==> config.mk <==
export PLATFORM = sky130hd
export DESIGN_NAME = disp_scan
export DESIGN_NICKNAME = d
export VERILOG_FILES = /design/src/rtl/disp_pkg.sv /design/src/rtl/disp_tick_cnt.sv /design/src/rtl/disp_scan.sv
export SDC_FILE = /design/constraint.sdc
export NUM_CORES = 1
export LEC_CHECK = 0
export BUFFER_PORTS_ARGS = -buffer_cell sky130_fd_sc_hd__buf_2
export CORE_MARGIN = 8
export CORE_UTILIZATION = 25
export CTS_CLUSTER_DIAMETER = 80
export DETAILED_ROUTE_END_ITERATION = 10
export HOLD_SLACK_MARGIN = 0.12
export PLACE_DENSITY = 0.37
export SETUP_SLACK_MARGIN = 0.2
export SLEW_MARGIN = 20
export SYNTH_ARGS = -nofsm -noshare
export SYNTH_HDL_FRONTEND = slang
export SYNTH_SLANG_ARGS = --single-unit
==> constraint.sdc <==
create_clock -name clk -period 5.6 [get_ports clk]
set_input_delay 1.12 -clock clk [delete_from_list [all_inputs] [get_ports clk]]
set_output_delay 1.12 -clock clk [all_outputs]
set_load 0.05 [all_outputs]
==> src/rtl/disp_pkg.sv <==
// Shared types, constants and the leading-zero mask helper for the display scan block.
package disp_pkg;

  typedef enum logic [1:0] {
    IDLE  = 2'd0,
    BLANK = 2'd1,
    DRIVE = 2'd2
  } state_t;

  localparam logic [7:0] ANODE_OFF  = 8'hFF;
  localparam logic       SEG_DP_OFF = 1'b1;

  // Bit i set means digit i may be lit: digit 0 always, others only up to the
  // most significant nonzero digit among the first n digits.
  function automatic logic [7:0] lz_show_mask(input logic [31:0] data, input int n);
    logic seen;
    seen = 1'b0;
    lz_show_mask = '0;
    for (int i = 7; i >= 0; i--) begin
      if (i < n && data[4*i +: 4] != 4'h0) seen = 1'b1;
      lz_show_mask[i] = seen || (i == 0);
    end
  endfunction

endpackage

==> src/rtl/disp_tick_cnt.sv <==
// Slot counter: runs 0..CLKS_PER_DIGIT-1 while run=1, held at 0 otherwise.
// Latency: compare flags are combinational on the count; no backpressure.
module disp_tick_cnt #(
  parameter int CLKS_PER_DIGIT = 100000,
  parameter int BLANK_CLKS     = 1000
) (
  input  logic clk,
  input  logic rst,
  input  logic run,
  output logic blank_done,
  output logic slot_done
);

  localparam int CW = $clog2(CLKS_PER_DIGIT);
  localparam logic [CW-1:0] BLANK_LAST = CW'(BLANK_CLKS - 1);
  localparam logic [CW-1:0] SLOT_LAST  = CW'(CLKS_PER_DIGIT - 1);

  logic [CW-1:0] cnt;

  always_ff @(posedge clk or posedge rst) begin
    if (rst)                         cnt <= '0;
    else if (!run || cnt == SLOT_LAST) cnt <= '0;
    else                             cnt <= cnt + 1'b1;
  end

  assign blank_done = (cnt == BLANK_LAST);
  assign slot_done  = (cnt == SLOT_LAST);

endmodule

==> src/rtl/disp_scan.sv <==
// Multiplexed 7-segment scan with frame-synchronous shadow load; DISP_SCAN_LZ_BLANK_EN adds leading-zero blanking.
// Latency: outputs registered, one frame worst-case load-to-ack; no backpressure (last load wins).
module disp_scan
  import disp_pkg::*;
#(
  parameter int NUM_DIGITS     = 8,
  parameter int CLKS_PER_DIGIT = 100000,
  parameter int BLANK_CLKS     = 1000
) (
  input  logic                    clk,
  input  logic                    rst,
  input  logic                    en,
  input  logic [4*NUM_DIGITS-1:0] data_in,
  input  logic [NUM_DIGITS-1:0]   dp_in,
  input  logic                    load,
  output logic                    load_ack,
  output logic [3:0]              digit,
  output logic [NUM_DIGITS-1:0]   an_n,
  output logic                    dp_n
);

  localparam int IW = $clog2(NUM_DIGITS);
  localparam logic [IW-1:0] IDX_LAST = IW'(NUM_DIGITS - 1);

  state_t                  state, state_nxt;
  logic [IW-1:0]           idx, idx_nxt;
  logic [4*NUM_DIGITS-1:0] disp_data, shadow_data, disp_data_nxt;
  logic [NUM_DIGITS-1:0]   disp_dp, shadow_dp, disp_dp_nxt;
  logic                    pending, commit;
  logic                    blank_done, slot_done, show;
  logic [NUM_DIGITS-1:0]   an_nxt;
  logic                    dp_nxt;
  logic [3:0]              digit_nxt;

  disp_tick_cnt #(
    .CLKS_PER_DIGIT(CLKS_PER_DIGIT),
    .BLANK_CLKS    (BLANK_CLKS)
  ) u_tick (
    .clk       (clk),
    .rst       (rst),
    .run       (en && state != IDLE),
    .blank_done(blank_done),
    .slot_done (slot_done)
  );

  always_comb begin
    state_nxt = state;
    idx_nxt   = idx;
    if (!en) begin
      state_nxt = IDLE;
      idx_nxt   = '0;
    end else begin
      case (state)
        IDLE: begin
          state_nxt = BLANK;
          idx_nxt   = '0;
        end
        BLANK: if (blank_done) state_nxt = DRIVE;
        DRIVE: if (slot_done) begin
          state_nxt = BLANK;
          idx_nxt   = (idx == IDX_LAST) ? '0 : idx + 1'b1;
        end
        default: state_nxt = IDLE;
      endcase
    end
  end

  // Commit ignores en so a frame end coinciding with disable still lands.
  assign commit = pending &&
                  (state == IDLE || (state == DRIVE && slot_done && idx == IDX_LAST));
  assign disp_data_nxt = commit ? shadow_data : disp_data;
  assign disp_dp_nxt   = commit ? shadow_dp   : disp_dp;

`ifdef DISP_SCAN_LZ_BLANK_EN
  logic [31:0] disp_pad;
  logic [7:0]  show_mask;
  always_comb begin
    disp_pad = '0;
    disp_pad[4*NUM_DIGITS-1:0] = disp_data;
    show_mask = lz_show_mask(disp_pad, NUM_DIGITS);
  end
  assign show = show_mask[idx_nxt];
`else
  assign show = 1'b1;
`endif

  // Digit tracks the upcoming index so the decoder settles during BLANK.
  always_comb begin
    digit_nxt = disp_data_nxt[4*idx_nxt +: 4];
    an_nxt    = ANODE_OFF[NUM_DIGITS-1:0];
    dp_nxt    = SEG_DP_OFF;
    if (state_nxt == DRIVE && show) begin
      an_nxt[idx_nxt] = 1'b0;
      dp_nxt          = ~disp_dp[idx_nxt];
    end
  end

  always_ff @(posedge clk or posedge rst) begin
    if (rst) begin
      state       <= IDLE;
      idx         <= '0;
      disp_data   <= '0;
      disp_dp     <= '0;
      shadow_data <= '0;
      shadow_dp   <= '0;
      pending     <= 1'b0;
      load_ack    <= 1'b0;
      digit       <= '0;
      an_n        <= ANODE_OFF[NUM_DIGITS-1:0];
      dp_n        <= SEG_DP_OFF;
    end else begin
      state     <= state_nxt;
      idx       <= idx_nxt;
      disp_data <= disp_data_nxt;
      disp_dp   <= disp_dp_nxt;
      load_ack  <= commit;
      digit     <= digit_nxt;
      an_n      <= an_nxt;
      dp_n      <= dp_nxt;
      if (load) begin
        shadow_data <= data_in;
        shadow_dp   <= dp_in;
        pending     <= 1'b1;
      end else if (commit) begin
        pending <= 1'b0;
      end
    end
  end

endmodule

==> tab_implementation.tex <==
\begin{tabular}{lr}
\hline
Metric & Value \\
\hline
\multicolumn{2}{l}{\textbf{Run status}} \\
\quad Status & finished clean \\
\multicolumn{2}{l}{\textbf{Route}} \\
\quad Detail-routed net length per standard cell & around 15 um \\
\quad Remaining design rule violation count & 0 \\
\quad Via density per instance & 4.269 \\
\quad Detailed-routing iteration count for the pre-antenna-repair pass & 4 \\
\quad Aggregate routed wire length & roughly 12000 um \\
\quad Number of DRC markers after the initial detailed-route iteration & roughly 180 \\
\quad Post-route antenna net violation count & 0 \\
\quad Total number of vias & 3287 \\
\multicolumn{2}{l}{\textbf{STA}} \\
\quad Total count of hold-check failures in the final report & 0 \\
\quad Total count of max-transition violations in the final report & 0 \\
\quad Final count of negative-setup-slack endpoints & 0 \\
\quad Worst setup skew after layout & $\sim$0.0063 ns \\
\quad Setup TNS Final & 0 ns \\
\quad Maximum frequency from static timing analysis & approximately 0.28 GHz \\
\quad Shortest clock period the worst path allows after layout & approximately 3.6 ns \\
\quad Transition time of the tightest slew-check pin & roughly 0.95 ns \\
\quad Unrepaired setup endpoints after global routing & false \\
\quad Final period util & 0.6348 \\
\quad Headroom to the max-slew limit & 0.3672 \\
\quad Final setup slack of the worst path & between 2 and 2.5 ns \\
\multicolumn{2}{l}{\textbf{Worst setup path}} \\
\quad Crit path max fanout & between 50 and 60 \\
\quad Startpoint type of the worst setup path & register \\
\quad Category of the worst setup path capture point & register \\
\quad Type of the worst setup path & reg2reg \\
\quad Data arrival time at the worst-slack endpoint & roughly 3.8 ns \\
\quad Data required time of the critical path & 5.87 ns \\
\multicolumn{2}{l}{\textbf{Floorplan}} \\
\quad Floorplan core area & approximately 0.020 mm2 \\
\quad Top Ports & just under 60 \\
\quad Starting Density & 0.2522 \\
\quad Area of the die & 0.02495 mm2 \\
\quad Chip Width & roughly 160 um \\
\quad Standard-cell rows & 52 \\
\quad DIE HEIGHT & approximately 160 um \\
\multicolumn{2}{l}{\textbf{CTS}} \\
\quad Post\_cts resized & 0 \\
\quad Clock buffer count from CTS & 17 \\
\quad Number of clock sinks & $\sim$120 \\
\quad Clock transition at the registers of the reported paths & approximately 0.050 ns \\
\quad TritonCTS clock tree & yes \\
\quad CTS H-Tree Depth & 4 \\
\quad Maximum number of buffers from clock root to sink & 2 \\
\quad Number of hold buffers added after cts & 0 \\
\quad Post CTS Setup Buffer Count & 0 \\
\quad Clk Tree Root Cell & clkbuf\_16 \\
\quad Clock network latency to the later pin of the worst-skew pair & 0.41 ns \\
\multicolumn{2}{l}{\textbf{Global route}} \\
\quad Total GRT Usage & 0.1013 \\
\quad First-pass GRT wire length & between 15000 and 20000 um \\
\quad Gr ovfl total & 0 \\
\quad Antenna violations before repair & 0 \\
\quad Via count of the first global-routing pass & between 3000 and 4000 \\
\quad Pin count of the biggest net entering global routing & 72 \\
\multicolumn{2}{l}{\textbf{Layout}} \\
\quad Area of all placed cells without fillers & 0.006201 mm2 \\
\quad Nets@finish & 535 \\
\quad Footprint of the multi-input gates & between 0.0015 and 0.002 mm2 \\
\quad Inserted Diodes & 0 \\
\quad Number of fillers in the final layout & 2070 \\
\quad Share of post-route cells with drive strength above 1 & 0.3440 \\
\quad Synthesis-to-finish area growth & 23.10\% \\
\quad Area taken by flip-flops and latches & about 0.0029 mm2 \\
\multicolumn{2}{l}{\textbf{Synthesis}} \\
\quad Distinct cell type count of the synthesized netlist & 51 \\
\quad Number of enable flip-flop cells after synthesis & 0 \\
\quad Ys flop type & dfrtp\_1 \\
\quad Fraction of the yosys area taken by sequential cells & 0.5835 \\
\quad Synth Area per Inst & around 12 um2 \\
\quad Number of nets in the synthesized netlist & about 480 \\
\quad Yosys reg bits & 117 \\
\quad Proportion of register bits with asynchronous set or reset after synthesis & 1.000 \\
\quad Syn Std Cell Area & 0.005037 mm2 \\
\quad Count of warnings emitted by yosys & 0 \\
\quad Synthesized instance count & around 430 \\
\multicolumn{2}{l}{\textbf{Place}} \\
\quad Placed wire-length estimate & roughly 8200 um \\
\quad Pre-CTS worst setup slack & a little over 2 ns \\
\quad Global placer's final weighted congestion & roughly 0.75 \\
\quad \# port buffers & 57 \\
\quad Total placed instance area & about 0.0056 mm2 \\
\multicolumn{2}{l}{\textbf{Pwr}} \\
\quad Power consumption & 0.002316 W \\
\quad Power per unit of standard cell area & 373.5 mW/mm2 \\
\quad Standby leakage power & approximately 2.7 nW \\
\quad Peak supply drop & approximately 0.22 mV \\
\multicolumn{2}{l}{\textbf{Min path}} \\
\quad Class of the tightest hold or removal check & reg2reg \\
\multicolumn{2}{l}{\textbf{Job}} \\
\quad Max-Cap Viols & 0 \\
\hline
\end{tabular}
worst max-delay path, cell delays in order, from the launching register on:
cell       delay [ns]
dfrtp_1          0.40
ha_1             0.18
and4_1           0.33
nand4_4          0.21
nor2_1           0.27
o21ai_4          0.24
inv_2            0.75
mux2_2           0.43
mux2_2           0.26
a2bb2oi_1        0.20
o211ai_1         0.11
final timing paths:
kind                                               from                     endpoint  slack, ns  depth (start not counted)
worst max-delay path            u_tick.cnt[0]$_DFF_PP0_           digit[0]$_DFF_PP0_       2.04                         10
worst min-delay path             disp_data[3]$_DFF_PP0_       disp_data[3]$_DFF_PP0_       0.46                          2
worst max register to register  u_tick.cnt[0]$_DFF_PP0_           digit[0]$_DFF_PP0_       2.04                         10
worst min register to register   disp_data[3]$_DFF_PP0_       disp_data[3]$_DFF_PP0_       0.46                          2
max in group asynchronous                           rst           digit[3]$_DFF_PP0_       3.57                          3
min in group asynchronous                           rst  shadow_data[12]$_DFFE_PP0P_       0.90                          2
registers in the layout (all words and copies together), names as in the netlist:
name         flops
pending          1
idx              3
shadow_data     32
state            2
shadow_dp        8
u_tick.cnt      17
an_n             8
dp_n             1
disp_dp          8
load_ack         1
disp_data       32
digit            4
metrics by stage:
stage,hold WS (ns),cells,utilization
6_report,0.4609,770,0.3104
5_1_grt,0.4918,770,0.3104
4_1_cts,0.4613,770,0.3104
3_5_place_dp,0.4489,738,0.2795
3_3_place_gp,0.4446,738,0.2795
2_1_floorplan,0.4321,428,-
report_power, final:
group	internal [W]	switching (W)	leakage, nW
sequential	0.000933	0.0000444	1.42
clock	0.000736	0.000397	0.292
combinational	0.0000950	0.000111	0.989
area by class of cell:
cell class,count,share of cell area
clock inverter,11,0.02381
multi-input combinational,286,0.3198
clock buffer,21,0.07587
tap,270,0.05448
sequential,117,0.4740
inverter,7,0.004843
timing repair buffer,58,0.04722
cells in the final DEF, fill, tap and decap left out, types with 2 or more instances in the layout:
master        n
nand2b_1      6
nor2b_1       2
buf_2        57
clkbuf_8      3
o211ai_1      8
mux2i_1       6
mux2_2       64
inv_1         4
nand3_1      10
clkinv_2      3
dfstp_2       9
a2bb2oi_1     3
nand4_1       3
or3_1         5
o21ai_0       8
nor2_1       27
ha_1          4
inv_6         2
clkbuf_16    17
clkinvlp_4    4
and2_1        5
a21o_1        2
and3_1        5
dfrtp_1     108
xor2_1       10
a21oi_1       4
xnor2_1       4
and4_1        2
nand2_1      86
bufinv_16     3
cells by family after synthesis:
family / count (synthesis) / share of synthesized area
flip-flops: 117 / 0.5835
XOR/XNOR: 14 / 0.02434
adder cells (fa/ha/maj): 4 / 0.009936
multiplexers: 70 / 0.1550
AND/OR/NAND/NOR: 163 / 0.1555
AO/OA/AOI/OAI: 35 / 0.04894
buffers and inverters: 25 / 0.02285
per-layer routing:
layer	up-vias	global-route usage	wire (um)
li1	1589	-	-
met3	11	0.03358	550
met5	-	0	0
met4	0	0.03637	154
met1	1628	0.1361	5799
met2	59	0.1487	5384
synthesized netlist by cell type, drive strengths merged (2+ instances only):
library cell	count	share of area
dfstp	9	0.047
nor2b	2	0.0025
xnor2	4	0.0070
dfrtp	108	0.54
nand3	10	0.0099
clkbuf	8	0.0060
and2	5	0.0062
o21ai	10	0.012
o211ai	8	0.012
xor2	10	0.017
and3	5	0.0062
mux2	64	0.14
mux2i	6	0.012
or3	5	0.0062
and4	2	0.0035
buf	10	0.011
a2bb2oi	3	0.0052
inv	6	0.0045
ha	4	0.0099
nand2b	6	0.0075
a21oi	4	0.0040
nand2	86	0.064
nor2	27	0.020
nand4	4	0.0079
a21o	2	0.0030
nor4	2	0.0055
No activity file was read; power rests on OpenSTA's default activity.
